$ cat config.mk
export PLATFORM = sky130hd
export DESIGN_NAME = dma_priority_arbiter
export DESIGN_NICKNAME = d
export VERILOG_FILES = /design/src/rtl/dma_priority_arbiter.sv
export SDC_FILE = /design/constraint.sdc
export NUM_CORES = 1
export LEC_CHECK = 0
export CORE_ASPECT_RATIO = 1.25
export CORE_UTILIZATION = 47
export CTS_BUF_LIST = sky130_fd_sc_hd__clkbuf_4 sky130_fd_sc_hd__clkbuf_8
export CTS_CLUSTER_DIAMETER = 50
export DETAILED_ROUTE_END_ITERATION = 7
export PLACE_DENSITY = 0.93
export SLEW_MARGIN = 20
export SYNTH_ARGS = -nofsm -noshare
export SYNTH_HDL_FRONTEND = slang
export SYNTH_SLANG_ARGS = --single-unit
export TNS_END_PERCENT = 10
$ cat constraint.sdc
create_clock -name CLK -period 2.7 [get_ports CLK]
set_clock_uncertainty 0.1 [all_clocks]
set_input_delay 0.405 -clock CLK [delete_from_list [all_inputs] [get_ports CLK]]
set_output_delay 0.405 -clock CLK [all_outputs]
set_load 0.005 [all_outputs]
$ cat src/rtl/dma_priority_arbiter.sv
// dma_priority_arbiter: four-channel DREQ arbiter and HRQ/HLDA sequencer for
// an 8237A-compatible DMA controller. Requests are polarity-corrected and
// synchronised, then qualified by mask and controller disable. One winner is
// picked by fixed or rotating priority. The grant is then held locked until
// the timing FSM reports end of service or the CPU withdraws HLDA.
module dma_priority_arbiter #(
    parameter int SYNC_STAGES = 2
) (
    input  logic       CLK,
    input  logic       RESET,
    input  logic [3:0] DREQ,
    input  logic       dreq_active_low,
    input  logic       dack_active_high,
    input  logic       rotating_pri,
    input  logic       ctrl_disable,
    input  logic [3:0] mask,
    input  logic       HLDA,
    input  logic       service_done,
    output logic       HRQ,
    output logic [3:0] DACK,
    output logic [3:0] ch_sel,
    output logic [1:0] ch_id,
    output logic       grant_valid,
    output logic [7:0] ch_priority
);

    typedef enum logic [1:0] {
        IDLE  = 2'd0,
        REQ   = 2'd1,
        GRANT = 2'd2
    } state_t;

    state_t     r_state;
    state_t     w_next_state;
    logic [3:0] r_sync [SYNC_STAGES];
    logic [3:0] w_req_pol;
    logic [3:0] w_valid;
    logic       w_any_valid;
    logic [1:0] r_top;
    logic [1:0] r_winner;
    logic [1:0] w_winner;
    logic [3:0] w_grant_onehot;

    // Flip raw pins so that a 1 always means "requesting" before synchronising.
    assign w_req_pol   = DREQ ^ {4{dreq_active_low}};
    assign w_valid     = r_sync[SYNC_STAGES-1] & ~mask;
    assign w_any_valid = (|w_valid) & ~ctrl_disable;

    // Synchroniser chain on the polarity-corrected requests; clears to "not requesting".
    // NOTE: sequential state uses <= so every flop samples pre-edge values, making the chain shift correctly.
    always_ff @(posedge CLK or posedge RESET) begin
        if (RESET) begin
            for (int i = 0; i < SYNC_STAGES; i++) begin
                r_sync[i] <= 4'b0000;
            end
        end else begin
            r_sync[0] <= w_req_pol;
            for (int i = 1; i < SYNC_STAGES; i++) begin
                r_sync[i] <= r_sync[i-1];
            end
        end
    end

    // Per-channel priority level: distance from the current top channel.
    always_comb begin
        for (int n = 0; n < 4; n++) begin
            ch_priority[2*n +: 2] = 2'(n) - r_top;
        end
    end

    // Pick the first valid channel searching upward from top, wrapping mod 4.
    // NOTE: every always_comb output gets a default first, so no path can infer a latch.
    always_comb begin
        logic found;
        logic [1:0] idx;
        w_winner = r_top;
        found    = 1'b0;
        for (int k = 0; k < 4; k++) begin
            idx = r_top + 2'(k);
            if (!found && w_valid[idx]) begin
                w_winner = idx;
                found    = 1'b1;
            end
        end
    end

    // Rotation pointer: held at 0 in fixed mode, advanced past the winner on end of service.
    always_ff @(posedge CLK or posedge RESET) begin
        if (RESET) begin
            r_top <= 2'd0;
        end else if (!rotating_pri) begin
            r_top <= 2'd0;
        end else if (r_state == GRANT && service_done) begin
            r_top <= r_winner + 2'd1;
        end
    end

    // Latch the winner when HLDA is seen in REQ, so the grant cannot move afterwards.
    always_ff @(posedge CLK or posedge RESET) begin
        if (RESET) begin
            r_winner <= 2'd0;
        end else if (r_state == REQ && HLDA && w_any_valid) begin
            r_winner <= w_winner;
        end
    end

    // State register.
    always_ff @(posedge CLK or posedge RESET) begin
        if (RESET) begin
            r_state <= IDLE;
        end else begin
            r_state <= w_next_state;
        end
    end

    // Next-state logic for the hold-request handshake.
    always_comb begin
        w_next_state = r_state;
        case (r_state)
            IDLE: begin
                if (w_any_valid) begin
                    w_next_state = REQ;
                end
            end
            REQ: begin
                if (HLDA) begin
                    w_next_state = w_any_valid ? GRANT : IDLE;
                end
            end
            GRANT: begin
                // service_done and a dropped HLDA both end the grant; rotation is handled above.
                if (service_done || !HLDA) begin
                    w_next_state = IDLE;
                end
            end
            default: w_next_state = IDLE;
        endcase
    end

    assign w_grant_onehot = 4'b0001 << r_winner;

    // Output decode from the registered state and latched winner.
    always_comb begin
        HRQ         = 1'b0;
        grant_valid = 1'b0;
        ch_sel      = 4'b0000;
        ch_id       = 2'd0;
        DACK        = {4{~dack_active_high}};
        case (r_state)
            REQ: begin
                HRQ = 1'b1;
            end
            GRANT: begin
                HRQ         = 1'b1;
                grant_valid = 1'b1;
                ch_sel      = w_grant_onehot;
                ch_id       = r_winner;
                DACK        = dack_active_high ? w_grant_onehot : ~w_grant_onehot;
            end
            default: ;
        endcase
    end

endmodule

# Word-level counts from Yosys, hierarchy flattened
# Cells that the tools add are included.
# op_classes
addsub	8
n_mul	0
n_div	0
n_lt_le_gt_ge	4
eq_ne	6
n_shift	1
muxes	27
bitwise_logic	7
n_reduce_logical	15
# ops
operator	n
2-to-1 mux 2 bit	10
< comparator 2 x 3 -> 1 bit, second input constant	4
2-to-1 mux 4 bit	3
2-to-1 mux 1 bit	9
binary-select mux 1 bit (select 2 bit)	4
NOT 4 bit	2
logical AND 1 bit	6
case mux 2 bit (3 select lines)	1
adder 2 x 1 -> 2 bit, second input constant	2
adder 2 bit, second input constant	2
AND 4 bit	1
zero test 1 bit	4
inequality test 2 x 1 -> 1 bit, second input constant	2
inequality test 2 bit, second input constant	2
OR reduction 4 bit	1
<< shifter 1 x 2 -> 4 bit, first input constant	1
subtractor 1 x 2 -> 2 bit, first input constant	2
subtractor 2 bit, first input constant	2
bitwise XOR 4 bit	1
AND reduction 3 bit	1
equality test 2 x 1 -> 1 bit, second input constant	1
equality test 2 bit, second input constant	1
zero test 2 bit	1
NOT 1 bit	2
other kinds (3)	3
# totals
register_bits	14
latch_bits	0
ram_bits	0
mem_bits_ro	0
in_bits	16
output_inout_bits	20
word_cells	73
n_memories	0

# Longest topological paths before layout
# Gate-level depths: netlist of the first run.
# logic_depth
word_depth	14
ltp_mapped	6

# Worst setup path after synthesis of the first run
# OpenSTA, ideal clock, no wires.
# synth_path
path_kind	register to output
start	reg r_state[0]
end	out DACK[0]
arrival_ps	1200
t_required_ps	2195
path_slack_ps	995
path_stages_with_launch	6
n_path_buf	1
cell_sequence	dfrtp_1 -> inv_1 -> ha_1 -> clkbuf_1 -> and2_1 -> xnor2_1
# synth_via
elab_chain_cells	2
# synth_lines
item	line_no	source
start, declared	33	state_t r_state;
start signal, assigned	112	r_state <= w_next_state;
equality test 2 bit	149	case (r_state)
2-to-1 mux 4 bit	149	
end, declared	20	output logic [3:0] DACK,
# Every way passes these cells.

# Final worst setup path of the first run
# Ends and elaborated chain as after synthesis.

==> summary.md, run 1 <==
| Metric | Value |
|---|---|
| Result of the run | finished clean |
| Die W | 40.6 um |
| Via count of the first global-routing pass | 758 |
| Hold path endpoint | r_sync[1]$_DFF_PP0_ |
| All-Layer GR Usage | 20.7% |
| Biggest area contributors in the synthesized netlist | sky130_fd_sc_hd__dfrtp_1, sky130_fd_sc_hd__ha_1, sky130_fd_sc_hd__nand2b_4, sky130_fd_sc_hd__xnor2_1, sky130_fd_sc_hd__and2_1 |
| Yosys warning total | 0 |
| Ant diodes | 0 |
| Overall die area | 2040 um^2 |
| Worst-path clk slew | 0.08 ns |
| Dominant synthesized flop cell | sky130_fd_sc_hd__dfrtp_1 |
| First-iteration detailed-routing DRC count | 13 |
| Placed inst area | 1230 um^2 |
| Mean instance size in the synthesized netlist | 9.83 um^2 |
| Minimum period implied by the final worst setup slack | 2.49 ns |
| Number of buffers inserted by hold repair at cts | 0 |
| Period Utilization, post-route | 92.3% |
| Pin count of the biggest net entering global routing | 15 |
| Height of the die | 50.2 um |
| Filler Cell Count | 144 |
| Average wire per cell in the routed design | 12.4 um |
| Initial standard-cell utilization of the core | 49.5% |
| Worst reg2reg endpoint | r_winner[1]$_DFFE_PP0P_ |
| Routability Congestion | 0.727 |
| Cell at the root of the clock tree | sky130_fd_sc_hd__clkbuf_4 |
| Beginning of the worst hold path | r_sync[5]$_DFF_PP0_ |
| Number of synthesized flops with an enable pin | 0 |
| Sum of routed wire segments on met1 | 675 um |
| Power density over the cells | 638 nW/um^2 |
| Number of antenna violations at the first check in global routing | 0 |
| Register bit total from synthesis | 14 |
| Net switching share of the total power | 32.9% |
| Std-Cell Rows | 17 |
| Detailed-route via count | 759 |
| Residual DRC count | 0 |
| Mean number of vias per cell | 5.31 |
| CP endpoint kind | primary output |
| Power consumption | 0.000805 W |
| Slew HR | 65.7% |
| Most common library cell in the layout ignoring fill and taps | sky130_fd_sc_hd__clkdlybuf4s50_1 |
| Unrepaired setup endpoints after global routing | no |
| Post-CTS Setup Bufs | 0 |
| Clock network latency to the later pin of the worst-skew pair | 0.27 ns |
| Overflow left after global routing | 0 |
| Worst hold path type | reg2reg |
| Element type at the critical path start | flop |
| Buffers from clock root to sink, at most | 2 |
| Wire length of the first global-routing pass | 2.99 mm |
| Hold path cells | 0 |
| Number of distinct library cells after synthesis | 31 |
| Worst reg2reg path depth | 5 |
| Reg-to-Reg Start | r_state[1]$_DFFE_PP0P_ |
| Deepest level of the CTS H-tree | 1 |
| Synth-to-layout area growth | 44.3% |
| Total Nets Final | 148 |
| Detailed route wirelength on metal3 | 64 um |
| PostCTS Resize Cnt | 0 |
| Number of iterations in the first detailed-routing pass | 4 |
| Sequential fraction of the synthesis area | 40.1% |
| Async set or reset register ratio after synthesis | 100% |
| Clock tree from TritonCTS | built |
| Leakage power of the design | 0.558 nW |
| Source of the critical timing path | r_state[0]$_DFFE_PP0P_ |
| Share of post-route cells with drive strength above 1 | 8.06% |
| Max rail drop VDD | 0.541 mV |
| Final WL | 1.78 mm |
| Cell type contributing the most total cell area after synthesis | sky130_fd_sc_hd__dfrtp_1 |
| Top library cells by usage in the layout, fill and taps aside | sky130_fd_sc_hd__clkdlybuf4s50_1, sky130_fd_sc_hd__dfrtp_1, sky130_fd_sc_hd__inv_1, sky130_fd_sc_hd__ha_1 |
| WP data required | 2.19 ns |
| Input/output buffers | 35 |
| Share of power burned in the clock network | 18.0% |
| Sw power | 0.000265 W |
| Cell Int Power | 0.000540 W |
| Arr. time, crit path | 1.99 ns |
| Count of endpoints failing setup in the final report | 0 |
| Post-synthesis net count | 112 |
| Placeable core area | 1770 um^2 |
| Type of the worst setup path | reg2out |
| Max capacitance violation total | 0 |
| Final hold violations | 0 |
| FMAX | 401 MHz |
| Uppermost layer routed | met4 |
| Peak fanout along the critical path | 12 |
| Clk sink count | 14 |
| Area of all placed cells without fillers | 1260 um^2 |
| Dominant combinational cell family by area after synthesis | simple AND/OR/NAND/NOR gates |
| Synth Area in Adders | 10.0% |
| Met2 WL | 1.03 mm |
| Post-synthesis compound-gate area fraction | 15.3% |
| Mux cell area share after synthesis | 0% |
| Area fraction in and, or, nand and nor cells after synthesis | 18.7% |
| Number of ports placed on the die boundary | 36 |
| Number of buffers added by the clock tree synthesis step | 3 |
| Total Negative Setup Slacks | 0 ns |
| XOR/XNOR Fraction of Synth Area | 9.01% |
| Sequential cell fraction of total power | 36.6% |
| Proportion of netlist area held by the largest area contributor | 40.1% |
| Post-DP HPWL | 1.50 mm |
| Antenna-violating nets left | 0 |
| Slew at the pin closest to its max-slew limit | 0.514 ns |
| Area of the mapped netlist | 875 um^2 |
| Post-Synthesis Cells | 89 |
| Final worst hold slack | 0.249 ns |
| Register-to-Register Setup Slack | 1.15 ns |
| Power share of the combinational group | 45.5% |
| Number of max-slew violations in the final report | 0 |
==> worst max-delay path: stages, from the launching register on <==
cell and delay, ns:
sky130_fd_sc_hd__dfrtp_1 0.39, sky130_fd_sc_hd__inv_1 0.10, sky130_fd_sc_hd__ha_1 0.36, sky130_fd_sc_hd__and2_1 0.22
sky130_fd_sc_hd__xnor2_1 0.12, sky130_fd_sc_hd__clkdlybuf4s50_1 0.52
==> registers in the layout (all words and copies together), names as in the netlist <==
name and cells:
r_winner 2, r_top 2, r_sync 8, r_state 2
==> how the worst max path moves through the flow <==
stage               to  slack [ns]
2_1_floorplan  DACK[0]        0.99
3_3_place_gp   DACK[2]        0.56
3_5_place_dp   DACK[0]        0.50
4_1_cts        DACK[0]        0.20
5_1_grt        DACK[1]        0.07
6_report       DACK[0]        0.21
==> final cells by class <==
class | count | area [um^2] | area share (%)
sequential | 14 | 350 | 27.8
inverter | 10 | 37.5 | 2.97
multi-input combinational | 61 | 464 | 36.8
timing repair buffer | 35 | 350 | 27.8
clock buffer | 4 | 36.3 | 2.87
tap | 19 | 23.8 | 1.88
==> routing by layer <==
metal	vias to the layer above	GRT usage [%]
met3	2	1.33
met1	356	24.0
li1	373	-
met5	-	0
met4	0	5.00
met2	28	38.4
==> metrics by stage <==
stage	instances	setup WS, ns	util [%]
4_1_cts	143	0.196	71.5
3_5_place_dp	139	0.503	69.5
6_report	143	0.207	71.5
2_1_floorplan	89	0.995	-
5_1_grt	143	0.0656	71.5
3_3_place_gp	139	0.564	69.5
==> cells by family after synthesis <==
group | after synthesis
xor+xnor | 9
simple gates | 25
buf+inv | 14
fa+ha+maj | 7
compound gates | 20
flops | 14
==> cell usage after synthesis (all sizes together), types with 2 or more instances <==
master	count
xnor2	5
nand3	3
nand2	5
dfrtp	14
o21ai	3
nor2	3
o22ai	2
inv	10
buf	3
a21oi	6
xor2	4
nand2b	4
and2	6
ha	7
==> power groups by stage <==
stage / Combinational [W] / Clock (W) / Sequential (W)
floorplan: 0.000199 / 0 / 0.000288
global placement: 0.000348 / 0 / 0.000295
detailed placement: 0.000368 / 0 / 0.000298
CTS: 0.000371 / 0.000147 / 0.000294
global route: 0.000415 / 0.000157 / 0.000299
finish: 0.000366 / 0.000145 / 0.000295
Note: power is estimated with default switching activity, not from simulation.
==> run 2: changes to the inputs <==
--- a/config.mk
+++ b/config.mk
@@ -7,4 +7,5 @@
 export LEC_CHECK = 0
+export ABC_AREA = 1
 export CORE_ASPECT_RATIO = 1.25
-export CORE_UTILIZATION = 47
+export CORE_UTILIZATION = 51
 export CTS_BUF_LIST = sky130_fd_sc_hd__clkbuf_4 sky130_fd_sc_hd__clkbuf_8
@@ -12,3 +13,3 @@
 export DETAILED_ROUTE_END_ITERATION = 7
-export PLACE_DENSITY = 0.93
+export PLACE_DENSITY = 0.94
 export SLEW_MARGIN = 20
--- a/constraint.sdc
+++ b/constraint.sdc
@@ -4,2 +4,2 @@
 set_output_delay 0.405 -clock CLK [all_outputs]
-set_load 0.005 [all_outputs]
+set_load 0.02 [all_outputs]
==> run 2 against run 1 <==
Compared with the run above:
- the flow now finishes with violations (design-rule violations)
- critical path type unchanged
- fmax fell by 2.4%
- worst hold slack improved by 0.0029 ns
- utilization rose by 1.9 points
- critical path depth did not move
- global-route usage rose by 2.0 points
- worst setup slack got worse by 0.062 ns
- combinational power rose by 47%
- register-to-register slack got worse by 0.27 ns
- sequential power barely moved
- largest power group unchanged
- highest routed layer unchanged
==> summary.md, run 2 <==
| Metric | Value |
|---|---|
| Overall die area | 2330 um^2 (+14%) |
| Cell at the root of the clock tree | sky130_fd_sc_hd__clkbuf_4 |
| XOR/XNOR Fraction of Synth Area | 4.01% (-5.0 points) |
| Arr. time, crit path | 2.05 ns (+0.06 ns) |
| Leakage power of the design | 0.742 nW (+33%) |
| Antenna-violating nets left | 0 (unchanged) |
| Peak fanout along the critical path | 10 (-2) |
| Element type at the critical path start | flop |
| Share of post-route cells with drive strength above 1 | 16.6% (+8.5 points) |
| Routability Congestion | 0.843 (+16%) |
| Slew HR | 66.4% (+0.64 points) |
| Final hold violations | 0 (unchanged) |
| Multi-input gate area | 612 um^2 (+32%) |
| Mean number of vias per cell | 5.28 (-0.51%) |
| Height of the die | 53.7 um (+6.9%) |
| Final standard cell utilization of the core | 73.4% (+1.9 points) |
| Count of non-filler cells in the finished layout | 189 (+32%) |
| Result of the run | finished with violations |
| Deepest level of the CTS H-tree | 1 (unchanged) |
| Max rail drop VDD | 0.565 mV (+4.4%) |
| Mean instance size in the synthesized netlist | 8.08 um^2 (-18%) |
| FMAX | 391 MHz (-2.4%) |
| Filler Cell Count | 152 (+5.6%) |
| Most common library cell in the layout ignoring fill and taps | sky130_fd_sc_hd__clkdlybuf4s50_1 |
| Clk sink count | 14 (unchanged) |
| Average wire per cell in the routed design | 13.0 um (+4.8%) |
| Ant diodes | 0 (unchanged) |
| Final WL | 2.46 mm (+38%) |
| Pin count of the biggest net entering global routing | 15 (unchanged) |
| Clock tree from TritonCTS | built |
| Unrepaired setup endpoints after global routing | no |
| Number of instances in the placed design | 185 (+33%) |
| Violations in the final reports | design-rule violations |
| Clock network latency to the later pin of the worst-skew pair | 0.27 ns (about the same) |
| Number of max-slew violations in the final report | 0 (unchanged) |
| Period Utilization, post-route | 94.6% (+2.3 points) |
| Type of the worst setup path | reg2out |
| Area fraction in and, or, nand and nor cells after synthesis | 35.9% (+17 points) |
| Synth-to-layout area growth | 34.9% |
| Dominant combinational cell family by area after synthesis | simple AND/OR/NAND/NOR gates |
| Yosys warning total | 0 (unchanged) |
| Cell type contributing the most total cell area after synthesis | sky130_fd_sc_hd__dfrtp_1 |
| Overflow left after global routing | 0 (unchanged) |
| Number of iterations in the first detailed-routing pass | 6 (+2) |
| Storage cell area | 350 um^2 (unchanged) |
| Register bit total from synthesis | 14 (unchanged) |
| Most numerous cell in the Yosys netlist | sky130_fd_sc_hd__nand2_1 |
| Number of distinct library cells after synthesis | 21 (-32%) |
| Number of synthesized flops with an enable pin | 0 (unchanged) |
| Top library cells by usage in the layout, fill and taps aside | sky130_fd_sc_hd__clkdlybuf4s50_1, sky130_fd_sc_hd__nand2_1, sky130_fd_sc_hd__inv_1, sky130_fd_sc_hd__dfrtp_1, sky130_fd_sc_hd__nand3_1 |
| Residual DRC count | 4 (+4) |
| Buffers from clock root to sink, at most | 2 (unchanged) |
| Post-CTS Setup Bufs | 0 (unchanged) |
| Detailed-route via count | 998 (+31%) |
| Biggest area contributors in the synthesized netlist | sky130_fd_sc_hd__dfrtp_1, sky130_fd_sc_hd__nand2_1, sky130_fd_sc_hd__ha_1, sky130_fd_sc_hd__inv_1, sky130_fd_sc_hd__nand3_1 |
| Post-DP HPWL | 2.03 mm (+36%) |
| Proportion of netlist area held by the largest area contributor | 32.1% (-7.9 points) |
| Minimum period implied by the final worst setup slack | 2.56 ns (+0.0622 ns) |
| Most frequent cells after synthesis | sky130_fd_sc_hd__nand2_1, sky130_fd_sc_hd__inv_1, sky130_fd_sc_hd__dfrtp_1, sky130_fd_sc_hd__nand3_1, sky130_fd_sc_hd__nand2_2 |
| Total Nets Final | 193 (+30%) |
| Placeable core area | 2000 um^2 (+14%) |
| Wire length of the first global-routing pass | 3.91 mm (+30%) |
| Worst-path clk slew | 0.08 ns (about the same) |
| Mux cell area share after synthesis | 3.67% (+3.7 points) |
| Post-Synthesis Cells | 135 (+52%) |
| Number of ports placed on the die boundary | 36 (unchanged) |
| Async set or reset register ratio after synthesis | 100% (unchanged) |
| Std-Cell Rows | 18 (+1) |
| Initial standard-cell utilization of the core | 54.4% (+4.9 points) |
| Post-synthesis net count | 158 (+41%) |
| Max reg flops | 8 (unchanged) |
| Post-synthesis compound-gate area fraction | 3.56% (-12 points) |
| Via count of the first global-routing pass | 933 (+23%) |
| CP endpoint kind | primary output |
| Slew at the pin closest to its max-slew limit | 0.504 ns (-0.00963 ns) |
| Worst hold path type | reg2reg |
| All-Layer GR Usage | 22.7% (+2.0 points) |
| Register with the most flip-flops | r_sync |
| Placed inst area | 1430 um^2 (+16%) |
| Die W | 43.4 um (+6.9%) |
| WP data required | 2.19 ns (about the same) |
| Sequential fraction of the synthesis area | 32.1% (-7.9 points) |
| Max capacitance violation total | 0 (unchanged) |
| First-iteration detailed-routing DRC count | 30 (+17) |
| Total Negative Setup Slacks | 0 ns (unchanged) |
| Area of all placed cells without fillers | 1470 um^2 (+17%) |
| Synth Area in Adders | 8.03% (-2.0 points) |
| Count of endpoints failing setup in the final report | 0 (unchanged) |
| Area of the mapped netlist | 1090 um^2 (+25%) |
| Dominant synthesized flop cell | sky130_fd_sc_hd__dfrtp_1 |
| Number of antenna violations at the first check in global routing | 0 (unchanged) |
| Power density over the cells | 661 nW/um^2 (+3.6%) |
| Input/output buffers | 35 (unchanged) |
| Number of buffers added by the clock tree synthesis step | 3 (unchanged) |
==> run 2: changes by cell type in the layout (fill, tap and decap cells not counted), moves of 6 or more <==
cell / change
sky130_fd_sc_hd__inv_1: +11
sky130_fd_sc_hd__nand3_1: +10
sky130_fd_sc_hd__nand2_2: +8
sky130_fd_sc_hd__a21oi_1: -6
sky130_fd_sc_hd__nand2_1: +29
sky130_fd_sc_hd__and2_1: -6
==> run 2: logic make-up after synthesis <==
logic type,count (synthesis)
compound gates,7
xor+xnor,5
fa+ha+maj,7
buf+inv,27
flops,14
mux,4
simple gates,71
==> run 2: cell type report <==
class / count / share of cell area, %
Clock buffer: 4 / 2.47
Timing Repair Buffer: 35 / 23.8
Tap cell: 20 / 1.70
Inverter: 22 / 6.63
Sequential cell: 14 / 23.8
Multi-Input combinational cell: 94 / 41.6
==> run 2: report_power, final <==
group / switching [W] / leakage (nW) / internal [W] / total [W]
combinational: 0.000303 / 0.548 / 0.000236 / 0.000539
sequential: 0.0000424 / 0.173 / 0.000249 / 0.000292
clock: 0.0000600 / 0.0210 / 0.0000817 / 0.000142
==> run 2: per-stage QoR <==
step	hold WS, ns	setup slack [ns]	total power, W
2_1_floorplan	0.194	0.641	0.000634
3_3_place_gp	0.232	0.345	0.000788
3_5_place_dp	0.237	0.212	0.000825
4_1_cts	0.255	0.0218	0.000967
5_1_grt	0.261	0.0371	0.00104
6_report	0.252	0.145	0.000972
==> run 2: path summary, 6_finish.rpt <==
path / start / depth (start not counted) / slack (ns) / to
setup / recovery: r_state[0]$_DFFE_PP0P_ / 5 / 0.14 / DACK[0]
hold / removal: r_sync[4]$_DFF_PP0_ / 0 / 0.25 / r_sync[0]$_DFF_PP0_
setup reg to reg: r_top[0]$_DFFE_PP0P_ / 11 / 0.88 / r_winner[1]$_DFFE_PP0P_
hold reg to reg: r_sync[4]$_DFF_PP0_ / 0 / 0.25 / r_sync[0]$_DFF_PP0_
max in group asynchronous: RESET / 2 / 1.79 / r_sync[3]$_DFF_PP0_
min in group asynchronous: RESET / 2 / 0.36 / r_state[0]$_DFFE_PP0P_
==> run 2: critical path, cell delays in order, from the launching register on <==
cell                              delay (ns)
sky130_fd_sc_hd__dfrtp_1                0.39
sky130_fd_sc_hd__inv_1                  0.10
sky130_fd_sc_hd__ha_2                   0.32
sky130_fd_sc_hd__xor2_2                 0.13
sky130_fd_sc_hd__mux2i_1                0.19
sky130_fd_sc_hd__clkdlybuf4s50_1        0.65
==> run 2: repair_timing <==
item / CTS / global route
gates resized for setup: 0 / 2
setup endpoints to repair: 0 / 4
hold buffers: 0 / 0
==> run 2: per-layer routing <==
layer	vias up	wire length [um]	track usage, %
met5	-	0	0
met4	0	19	7.81
met3	2	115	2.01
met2	37	1460	47.0
met1	473	863	23.4
li1	486	-	-
==> run 3: changes to the inputs <==
==> constraint.sdc (replaced) <==
create_clock -name CLK -period 2.7 [get_ports CLK]
set_clock_uncertainty 0.1 [all_clocks]
set_input_delay 0.54 -clock CLK [delete_from_list [all_inputs] [get_ports CLK]]
set_output_delay 0.54 -clock CLK [all_outputs]
set_load 0.02 [all_outputs]
==> run 3 against run 2 <==
Compared with the run above:
- the run still ends with design-rule violations left
- worst setup slack better by 0.044 ns
- register-to-register slack about the same
- die area did not move
- critical path depth grew 1
- worst hold slack about the same
- clock power is essentially flat
- first-iteration DRC count down 43%
- fmax grew 1.7%
- largest power group unchanged
==> summary.md, run 3 (synthesized netlist as in run 2, its figures left out) <==
| Metric | Value |
|---|---|
| Result of the run | finished with violations |
| Violations in the final reports | design-rule violations |
| Detailed-route via count | 978 (-2.0%) |
| Clk sink count | 14 (unchanged) |
| Average wire per cell in the routed design | 11.2 um (-14%) |
| Final hold violations | 0 (unchanged) |
| Top library cells by usage in the layout, fill and taps aside | sky130_fd_sc_hd__nand2_1, sky130_fd_sc_hd__clkdlybuf4s50_1, sky130_fd_sc_hd__inv_1, sky130_fd_sc_hd__dfrtp_1, sky130_fd_sc_hd__nand3_1 |
| Wire length of the first global-routing pass | 3.65 mm (-6.5%) |
| Max capacitance violation total | 0 (unchanged) |
| Total Nets Final | 194 (+0.52%) |
| Synth-to-layout area growth | 35.6% |
| Overflow left after global routing | 0 (unchanged) |
| Ant diodes | 0 (unchanged) |
| Overall die area | 2330 um^2 (unchanged) |
| All-Layer GR Usage | 21.1% (-1.6 points) |
| Number of antenna violations at the first check in global routing | 0 (unchanged) |
| Die W | 43.4 um (unchanged) |
| Worst path setup slack after routing | 0.189 ns (+0.0438 ns) |
| Worst-path clk slew | 0.08 ns (about the same) |
| Deepest level of the CTS H-tree | 1 (unchanged) |
| Post-DP HPWL | 1.77 mm (-13%) |
| Std-Cell Rows | 18 (unchanged) |
| Register with the most flip-flops | r_sync |
| Reg-to-Reg Start | r_top[0]$_DFFE_PP0P_ |
| Unrepaired setup endpoints after global routing | no |
| Number of max-slew violations in the final report | 0 (unchanged) |
| FMAX | 398 MHz (+1.7%) |
| Cell at the root of the clock tree | sky130_fd_sc_hd__clkbuf_4 |
| Residual DRC count | 4 (unchanged) |
| Placement Setup Slack | -0.0360 ns (-0.248 ns) |
| Number of buffers added by the clock tree synthesis step | 3 (unchanged) |
| Final standard cell utilization of the core | 73.8% (+0.37 points) |
| Area of all placed cells without fillers | 1480 um^2 (+0.51%) |
| Count of non-filler cells in the finished layout | 190 (+0.53%) |
| Max rail drop VDD | 0.655 mV (+16%) |
| Mean number of vias per cell | 5.15 (-2.5%) |
| Number of ports placed on the die boundary | 36 (unchanged) |
| First-iteration detailed-routing DRC count | 17 (-43%) |
| CP endpoint kind | primary output |
| Sw power | 0.000397 W (-2.2%) |
| Placeable core area | 2000 um^2 (unchanged) |
| Number of iterations in the first detailed-routing pass | 6 (unchanged) |
| Max reg flops | 8 (unchanged) |
| Clock network latency to the later pin of the worst-skew pair | 0.27 ns (about the same) |
| Minimum period implied by the final worst setup slack | 2.51 ns (-0.0438 ns) |
| Slew at the pin closest to its max-slew limit | 0.515 ns (+0.0105 ns) |
| Share of power burned in the clock network | 15.2% (+0.6 points) |
| Arr. time, crit path | 1.87 ns (-0.18 ns) |
| Worst hold path type | reg2reg |
| Pin count of the biggest net entering global routing | 15 (unchanged) |
| Height of the die | 53.7 um (unchanged) |
| Total Negative Setup Slacks | 0 ns (unchanged) |
| Net switching share of the total power | 41.5% (-0.17 points) |
| Period Utilization, post-route | 93.0% (-1.6 points) |
| Clock tree from TritonCTS | built |
| Beginning of the worst hold path | r_sync[6]$_DFF_PP0_ |
| Slew HR | 65.7% (-0.67 points) |
| Placed inst area | 1430 um^2 (+0.53%) |
| Leakage power of the design | 0.770 nW (+3.8%) |
| Via count of the first global-routing pass | 938 (+0.54%) |
| Initial standard-cell utilization of the core | 54.4% (unchanged) |
| Share of post-route cells with drive strength above 1 | 16.5% (-0.097 points) |
| Element type at the critical path start | flop |
| Buffers from clock root to sink, at most | 2 (unchanged) |
| Power share of the combinational group | 54.2% (-1.2 points) |
| Peak fanout along the critical path | 9 (-1) |
| Most common library cell in the layout ignoring fill and taps | sky130_fd_sc_hd__nand2_1 |
| Antenna-violating nets left | 0 (unchanged) |
| Input/output buffers | 35 (unchanged) |
| Post-CTS Setup Bufs | 0 (unchanged) |
| Power density over the cells | 646 nW/um^2 (-2.3%) |
| Source of the critical timing path | r_state[0]$_DFFE_PP0P_ |
| WP data required | 2.06 ns (-0.13 ns) |
| Cell Int Power | 0.000558 W (-1.5%) |
| Sequential cell fraction of total power | 30.5% (+0.5 points) |
| Count of endpoints failing setup in the final report | 0 (unchanged) |
| Routability Congestion | 0.829 (-1.6%) |
| Number of instances in the placed design | 186 (+0.54%) |
| Final WL | 2.14 mm (-13%) |
| Type of the worst setup path | reg2out |
## run 3: worst max-delay path, stage by stage, from the launching register on
cell and delay [ns]:
sky130_fd_sc_hd__dfrtp_1 0.39, sky130_fd_sc_hd__inv_1 0.10, sky130_fd_sc_hd__ha_1 0.21, sky130_fd_sc_hd__buf_4 0.18, sky130_fd_sc_hd__nand2_1 0.06, sky130_fd_sc_hd__inv_1 0.05
sky130_fd_sc_hd__clkdlybuf4s50_1 0.60
## run 3: per-stage QoR
step	power, W	hold WS, ns
5_1_grt	0.00102	0.257
4_1_cts	0.000963	0.253
6_report	0.000955	0.251
2_1_floorplan	0.000634	0.231
3_5_place_dp	0.000823	0.236
3_3_place_gp	0.000794	0.231
## run 3: final timing paths
path,to,slack [ns],cells after the start
worst max-delay path,ch_sel[3],0.19,6
worst min-delay path,r_sync[2]$_DFF_PP0_,0.25,0
worst max register to register,r_winner[1]$_DFFE_PP0P_,0.89,11
worst min register to register,r_sync[2]$_DFF_PP0_,0.25,0
max in group asynchronous,r_sync[0]$_DFF_PP0_,1.68,2
min in group asynchronous,r_sync[4]$_DFF_PP0_,0.48,2
## run 3: repair_timing
| action | CTS | global route |
|---|---|---|
| cloned | 0 | 0 |
| gates resized for setup | 3 | 2 |
| setup endpoints to repair | 1 | 2 |
| hold buffers | 0 | 0 |
## run 3: per-layer routing
layer | vias to the layer above | global-route usage, % | wire (um)
met1 | 451 | 22.3 | 824
met2 | 34 | 40.9 | 1180
li1 | 487 | - | -
met3 | 6 | 1.34 | 84
met5 | - | 0 | 0
met4 | 0 | 12.5 | 47
## run 3: final cells by class
class                           instances  area [um^2]
Multi-Input combinational cell         94          609
Timing Repair Buffer                   36          360
Sequential cell                        14          350
Fill cell                             134          526
Inverter                               22         97.6
Clock buffer                            4         36.3
Tap cell                               20         25.0
## run 3: power groups by stage
stage | registers, W | clock network [W] | logic [W]
after floorplan | 0.000281 | 0 | 0.000353
after global placement | 0.000292 | 0 | 0.000501
after detailed placement | 0.000296 | 0 | 0.000526
after CTS | 0.000292 | 0.000148 | 0.000522
after global routing | 0.000298 | 0.000160 | 0.000563
final | 0.000292 | 0.000145 | 0.000518
